$ cat src/rtl/i2s_clock_gen.sv
// i2s_clock_gen: I2S/TDM bit-clock (SCK) and frame-clock (WS) generator derived from clk_i.
//
// Parameters:
//   SCK_DIV   clk_i cycles per SCK half-period (>= 1)
//   SLOT_BITS SCK periods per slot (>= 2)
//   NUM_SLOTS slots per frame (>= 1, even when WS_MODE = 0)
//   WS_MODE   0 = I2S level WS, 1 = TDM frame-sync pulse one SCK period wide
//   WS_EARLY  1 = WS leads the slot boundary by one SCK period, 0 = on the boundary
//
// Ports:
//   clk_i          system clock, all logic on the rising edge
//   rst_i          synchronous active-high reset (priority over en_i)
//   en_i           run enable; low clears to the reset state synchronously
//   sck_o          bit clock
//   ws_o           word select / frame sync
//   sck_rise_o     strobe in the first cycle sck_o reads 1
//   sck_fall_o     strobe in the first cycle sck_o reads 0 after a high phase
//   bit_idx_o      bit position within the slot (0 = MSB)
//   slot_idx_o     current slot
//   frame_start_o  strobe with sck_fall_o when the position becomes (slot 0, bit 0)
//
// All outputs come straight from registers; there is no combinational input-to-output path.
module i2s_clock_gen #(
  parameter int unsigned SCK_DIV   = 2,
  parameter int unsigned SLOT_BITS = 32,
  parameter int unsigned NUM_SLOTS = 2,
  parameter int unsigned WS_MODE   = 0,
  parameter int unsigned WS_EARLY  = 1,
  localparam int unsigned BitW     = $clog2(SLOT_BITS),
  localparam int unsigned SlotW    = (NUM_SLOTS > 1) ? $clog2(NUM_SLOTS) : 1
) (
  input  logic             clk_i,
  input  logic             rst_i,
  input  logic             en_i,
  output logic             sck_o,
  output logic             ws_o,
  output logic             sck_rise_o,
  output logic             sck_fall_o,
  output logic [BitW-1:0]  bit_idx_o,
  output logic [SlotW-1:0] slot_idx_o,
  output logic             frame_start_o
);

  localparam int unsigned     DivW     = (SCK_DIV > 1) ? $clog2(SCK_DIV) : 1;
  localparam logic [DivW-1:0]  DivLast  = DivW'(SCK_DIV - 1);
  localparam logic [BitW-1:0]  BitLast  = BitW'(SLOT_BITS - 1);
  localparam logic [SlotW-1:0] SlotLast = SlotW'(NUM_SLOTS - 1);
  localparam logic [SlotW-1:0] SlotHalf = SlotW'(NUM_SLOTS / 2);

  logic [DivW-1:0]  div_q, div_d;
  logic             tick_q, tick_d;
  logic             sck_q, sck_d;
  logic             ws_q, ws_d;
  logic             rise_q, rise_d;
  logic             fall_q, fall_d;
  logic             fs_q, fs_d;
  logic [BitW-1:0]  bit_q, bit_d;
  logic [SlotW-1:0] slot_q, slot_d;

  logic [BitW-1:0]  nxt_bit, p_bit;
  logic [SlotW-1:0] nxt_slot, p_slot;
  logic             ws_new;

  function automatic logic [BitW-1:0] bit_inc(input logic [BitW-1:0] b);
    return (b == BitLast) ? '0 : b + BitW'(1);
  endfunction

  function automatic logic [SlotW-1:0] slot_inc(input logic [BitW-1:0]  b,
                                                 input logic [SlotW-1:0] s);
    if (b != BitLast) return s;
    return (s == SlotLast) ? '0 : s + SlotW'(1);
  endfunction

  // Position after the coming fall event, and the WS reference position P.
  always_comb begin
    nxt_bit  = bit_inc(bit_q);
    nxt_slot = slot_inc(bit_q, slot_q);
    if (WS_EARLY != 0) begin
      p_bit  = bit_inc(nxt_bit);
      p_slot = slot_inc(nxt_bit, nxt_slot);
    end else begin
      p_bit  = nxt_bit;
      p_slot = nxt_slot;
    end
    if (WS_MODE == 0) begin
      ws_new = (p_slot >= SlotHalf);
    end else begin
      ws_new = (p_bit == '0) && (p_slot == '0);
    end
  end

  always_comb begin
    div_d  = div_q;
    tick_d = 1'b0;
    sck_d  = sck_q;
    ws_d   = ws_q;
    rise_d = 1'b0;
    fall_d = 1'b0;
    fs_d   = 1'b0;
    bit_d  = bit_q;
    slot_d = slot_q;
    if (!en_i) begin
      div_d  = '0;
      sck_d  = 1'b0;
      ws_d   = 1'b0;
      bit_d  = BitLast;
      slot_d = SlotLast;
    end else begin
      // tick_q marks the cycle after the divider wrap, so SCK changes one cycle later.
      if (div_q == DivLast) begin
        div_d  = '0;
        tick_d = 1'b1;
      end else begin
        div_d = div_q + DivW'(1);
      end
      if (tick_q) begin
        sck_d = ~sck_q;
        if (sck_q) begin
          fall_d = 1'b1;
          bit_d  = nxt_bit;
          slot_d = nxt_slot;
          ws_d   = ws_new;
          fs_d   = (nxt_bit == '0) && (nxt_slot == '0);
        end else begin
          rise_d = 1'b1;
        end
      end
    end
  end

  always_ff @(posedge clk_i) begin
    if (rst_i) begin
      div_q  <= '0;
      tick_q <= 1'b0;
      sck_q  <= 1'b0;
      ws_q   <= 1'b0;
      rise_q <= 1'b0;
      fall_q <= 1'b0;
      fs_q   <= 1'b0;
      bit_q  <= BitLast;
      slot_q <= SlotLast;
    end else begin
      div_q  <= div_d;
      tick_q <= tick_d;
      sck_q  <= sck_d;
      ws_q   <= ws_d;
      rise_q <= rise_d;
      fall_q <= fall_d;
      fs_q   <= fs_d;
      bit_q  <= bit_d;
      slot_q <= slot_d;
    end
  end

  assign sck_o         = sck_q;
  assign ws_o          = ws_q;
  assign sck_rise_o    = rise_q;
  assign sck_fall_o    = fall_q;
  assign bit_idx_o     = bit_q;
  assign slot_idx_o    = slot_q;
  assign frame_start_o = fs_q;

endmodule

$ cat config.mk
export PLATFORM = sky130hd
export DESIGN_NAME = i2s_clock_gen
export DESIGN_NICKNAME = d
export VERILOG_FILES = /design/src/rtl/i2s_clock_gen.sv
export SDC_FILE = /design/constraint.sdc
export NUM_CORES = 1
export LEC_CHECK = 0
export BUFFER_PORTS_ARGS = -buffer_cell sky130_fd_sc_hd__buf_2
export CORE_MARGIN = 2
export CORE_UTILIZATION = 40
export CTS_BUF_LIST = sky130_fd_sc_hd__clkbuf_16
export DETAILED_ROUTE_END_ITERATION = 8
export SLEW_MARGIN = 20
export SYNTH_ARGS = -nofsm -noshare
export SYNTH_HDL_FRONTEND = slang
export SYNTH_SLANG_ARGS = --single-unit
$ cat constraint.sdc
create_clock -name clk_i -period 2.1 [get_ports clk_i]
set_clock_uncertainty 0.2 [all_clocks]
set_input_delay 0.21 -clock clk_i [delete_from_list [all_inputs] [get_ports clk_i]]
set_output_delay 0.21 -clock clk_i [all_outputs]
set_load 0.02 [all_outputs]
==> impl_metrics.py <==
metrics = {
    "run_status": {
        "status": "finished clean",
    },
    "critical_path": {
        "startpoint_type": "flip-flop",
        "worstPathRequired_ns": 2.04,
        "worstSetupPathDepth": 7,
        "crit_family": "adder cells",
        "slowest_stage": "ha_2",
        "cp_cell_sequence": "ha_1, and3_1, ha_2, nand4bb_4, nor4b_2, mux2i_1, o311ai_1",
        "worstPathArrival_ns": 1.90,
        "crit_type": "flip-flop to flip-flop",
        "path_buf_inv": 0,
        "crit_fanout": 3,
        "r2r_setup_slack_ns": 0.14,
        "cp-end-kind": "flip-flop",
        "r2r.worst_path.cells": 7,
        "cpPeakStageDelay_ns": 0.37,
    },
    "global_routing": {
        "gr-total-overflow": 0,
        "antenna_found_initial": 0,
        "grt_pass1_wl_mm": 1.814,
        "grt_pass1_vias": 388,
        "grt_usage": 0.1372,
        "grt_max_degree": 11,
    },
    "synth": {
        "synth_top_family_by_area": "simple AND/OR/NAND/NOR gates",
        "synthAdderAreaFrac": 0.04184,
        "ys_top_cells_by_area": "dfxtp_1 (44%), nor4b_2 (5.0%), xnor2_1 (4.4%)",
        "syn_inst": 59,
        "synth.distinct_cells": 29,
        "synth_xor_area_frac": 0.07322,
        "syn_area_per_cell_sq_um": 10.14,
        "yosys.area_share.simple": 0.2929,
        "yosysSeqAreaShare": 0.4351,
        "synth-seq-cells": 13,
        "muxShareOfSynthArea": 0.01674,
        "synth-edff-count": 0,
        "ys.warnings.count": 0,
        "synth_largest_area_cell": "dfxtp_1",
        "netlist.area_leader.share": 0.4351,
        "synth_compound_area_frac": 0.1004,
        "yosys_most_used_dff": "dfxtp_1",
        "syn_area_sq_um": 598.1,
        "synthArstFlopShare": 0,
        "synth_fp_nets": 64,
    },
    "cts": {
        "clock_latency_ns": 0.24,
        "postCtsSetupRepairBufs": 0,
        "root_buffer": "clkbuf_16",
        "htreeDepth": 1,
        "cts_made_buffers": 3,
        "clkTransAtPathRegs_ns": 0.04,
        "numClockSinks": 13,
        "clock_path_buffers": 2,
        "tritoncts": "done",
    },
    "timing": {
        "max_freq_ghz": 0.5113,
        "setup_viol_count_final": 0,
        "finalHoldViolCount": 0,
        "rsz0062_at_grt": "false",
        "max-slew-margin-rel": 0.7319,
        "tightest_slew_ns": 0.3993,
        "min_period_ns": 1.956,
        "finalMaxSlewViolations": 0,
        "finalCritPeriodShare": 0.9314,
        "tns_ns": 0,
        "fin_ws_ns": 0.1441,
    },
    "route": {
        "drt_iter0_drc": 7,
        "highest_layer": "met4",
        "dr.pass1.iters": 4,
        "via_per_inst": 5.261,
        "vias": 484,
        "m1WireLength_um": 591,
        "met2WireLength_um": 539,
        "wl_mm": 1.211,
        "ant_nets": 0,
        "wl_met3_um": 59,
        "post-route-drc-count": 0,
        "routedWlPerCell_um": 13.16,
    },
    "layout": {
        "drive_above_1_share": 0.3377,
        "antenna_cells": 0,
        "syn_to_final_growth_pct": 32.64,
        "num-nets-final": 83,
        "stdcell_count": 92,
    },
    "die": {
        "placeableCoreArea_sq_um": 1350,
        "initial_utilization": 0.4430,
        "num_rows": 13,
        "die_area_sq_um": 1820,
        "io_pins": 14,
        "die_y_um": 42.67,
        "die-width_um": 42.67,
    },
    "power_and_ir_drop": {
        "p_per_area_nw_per_um2": 769.0,
        "power_leakage_nw": 0.3904,
        "ir_drop_mv": 0.5167,
    },
    "flow_run": {
        "cap_violations": 0,
    },
    "placement": {
        "place_congestion": 0.7355,
        "dp_cells": 88,
        "place_ws_ns": 0.09200,
        "numPortBuffers": 13,
        "dpl.hpwl_um": 814,
    },
    "worst_hold_path": {
        "hold_depth": 3,
        "min_path_type": "input port to flip-flop",
    },
}
-- registers in the layout (all words and copies together) (netlist names) --
signal         cells
tick_q             1
slot_idx_o         1
sck_o              1
bit_idx_o          5
ws_o               1
sck_fall_o         1
sck_rise_o         1
frame_start_o      1
div_q              1
-- worst register-to-register path, stage by stage, from the launching register on --
cell and delay, ns:
dfxtp_1 0.31, ha_1 0.21, and3_1 0.19, ha_2 0.37, nand4bb_4 0.12, nor4b_2 0.26, mux2i_1 0.11, o311ai_1 0.09
-- cell families after synthesis --
| group | Yosys count |
|---|---|
| AO/OA/AOI/OAI | 8 |
| XOR/XNOR | 5 |
| adder cells (fa/ha/maj) | 2 |
| buffers and inverters | 4 |
| flip-flops | 13 |
| multiplexers | 1 |
| AND/OR/NAND/NOR | 26 |
-- cell usage in the layout, fill, tap and decap left out --
cell / n
a211o_1: 1
a21o_1: 1
a21oi_1: 1
and2_1: 1
and2b_1: 1
and3_1: 1
buf_2: 13
buf_4: 3
clkbuf_16: 3
dfxtp_1: 13
ha_1: 1
ha_2: 1
inv_1: 3
mux2i_1: 1
nand2_1: 4
nand2_2: 1
nand2b_1: 1
nand3_1: 5
nand4b_4: 1
nand4bb_4: 1
nor2_1: 5
nor3_1: 1
nor3b_1: 1
nor4_1: 1
nor4b_2: 2
o21ai_0: 1
o311ai_0: 1
o311ai_1: 2
o31ai_1: 1
xnor2_1: 2
xnor2_2: 1
xor2_1: 2
-- final cells by class --
| cell class | count | area [sq um] |
|---|---|---|
| sequential | 13 | 260.3 |
| clock inverter | 1 | 3.754 |
| inverter | 2 | 7.507 |
| fill | 122 | 556.8 |
| timing repair buffer | 16 | 87.58 |
| tap | 15 | 18.77 |
| clock buffer | 3 | 75.07 |
| multi-input combinational | 42 | 340.3 |
-- synth_stat cells, drive strengths merged (2+ instances only) --
cell type	number
dfxtp	13
nand2	5
nand3	5
nor2	5
o311ai	3
xnor2	3
ha	2
inv	2
nor4b	2
xor2	2
-- stage by stage --
stage	total power, mW	area (sq um)	util	hold slack [ns]
5_1_grt	0.6325	793.3	0.5876	0.1024
4_1_cts	0.6188	767.0	0.5681	0.08508
2_1_floorplan	0.2631	598.1	-	0.1763
3_3_place_gp	0.2686	688.2	0.5097	0.1910
6_report	0.6100	793.3	0.5876	0.08415
3_5_place_dp	0.2688	688.2	0.5097	0.1951
-- timing repair --
item | in CTS | in global routing
endpoints found under the setup margin | 0 | 1
resized for setup | 0 | 3
hold buffers | 0 | 0
-- final timing paths --
| check | start | end |
|---|---|---|
| hold reg to reg | div_q | div_q |
| setup reg to reg | bit_idx_o[0] | ws_o |
| setup / recovery | bit_idx_o[0] | ws_o |
| hold / removal | en_i | sck_fall_o |
-- layer usage --
| metal | up-vias | track usage |
|---|---|---|
| li1 | 254 | - |
| met2 | 17 | 0.1758 |
| met3 | 4 | 0.06383 |
| met5 | - | 0 |
| met4 | 0 | 0.05625 |
| met1 | 209 | 0.1937 |
-- power breakdown --
part	leakage, nW	total (mW)	switching, mW	internal [mW]
sequential	0.105	0.252	0.00233	0.250
combinational	0.243	0.0125	0.00714	0.00534
clock	0.0423	0.345	0.0953	0.250
Note: power is estimated with default switching activity, not from simulation.
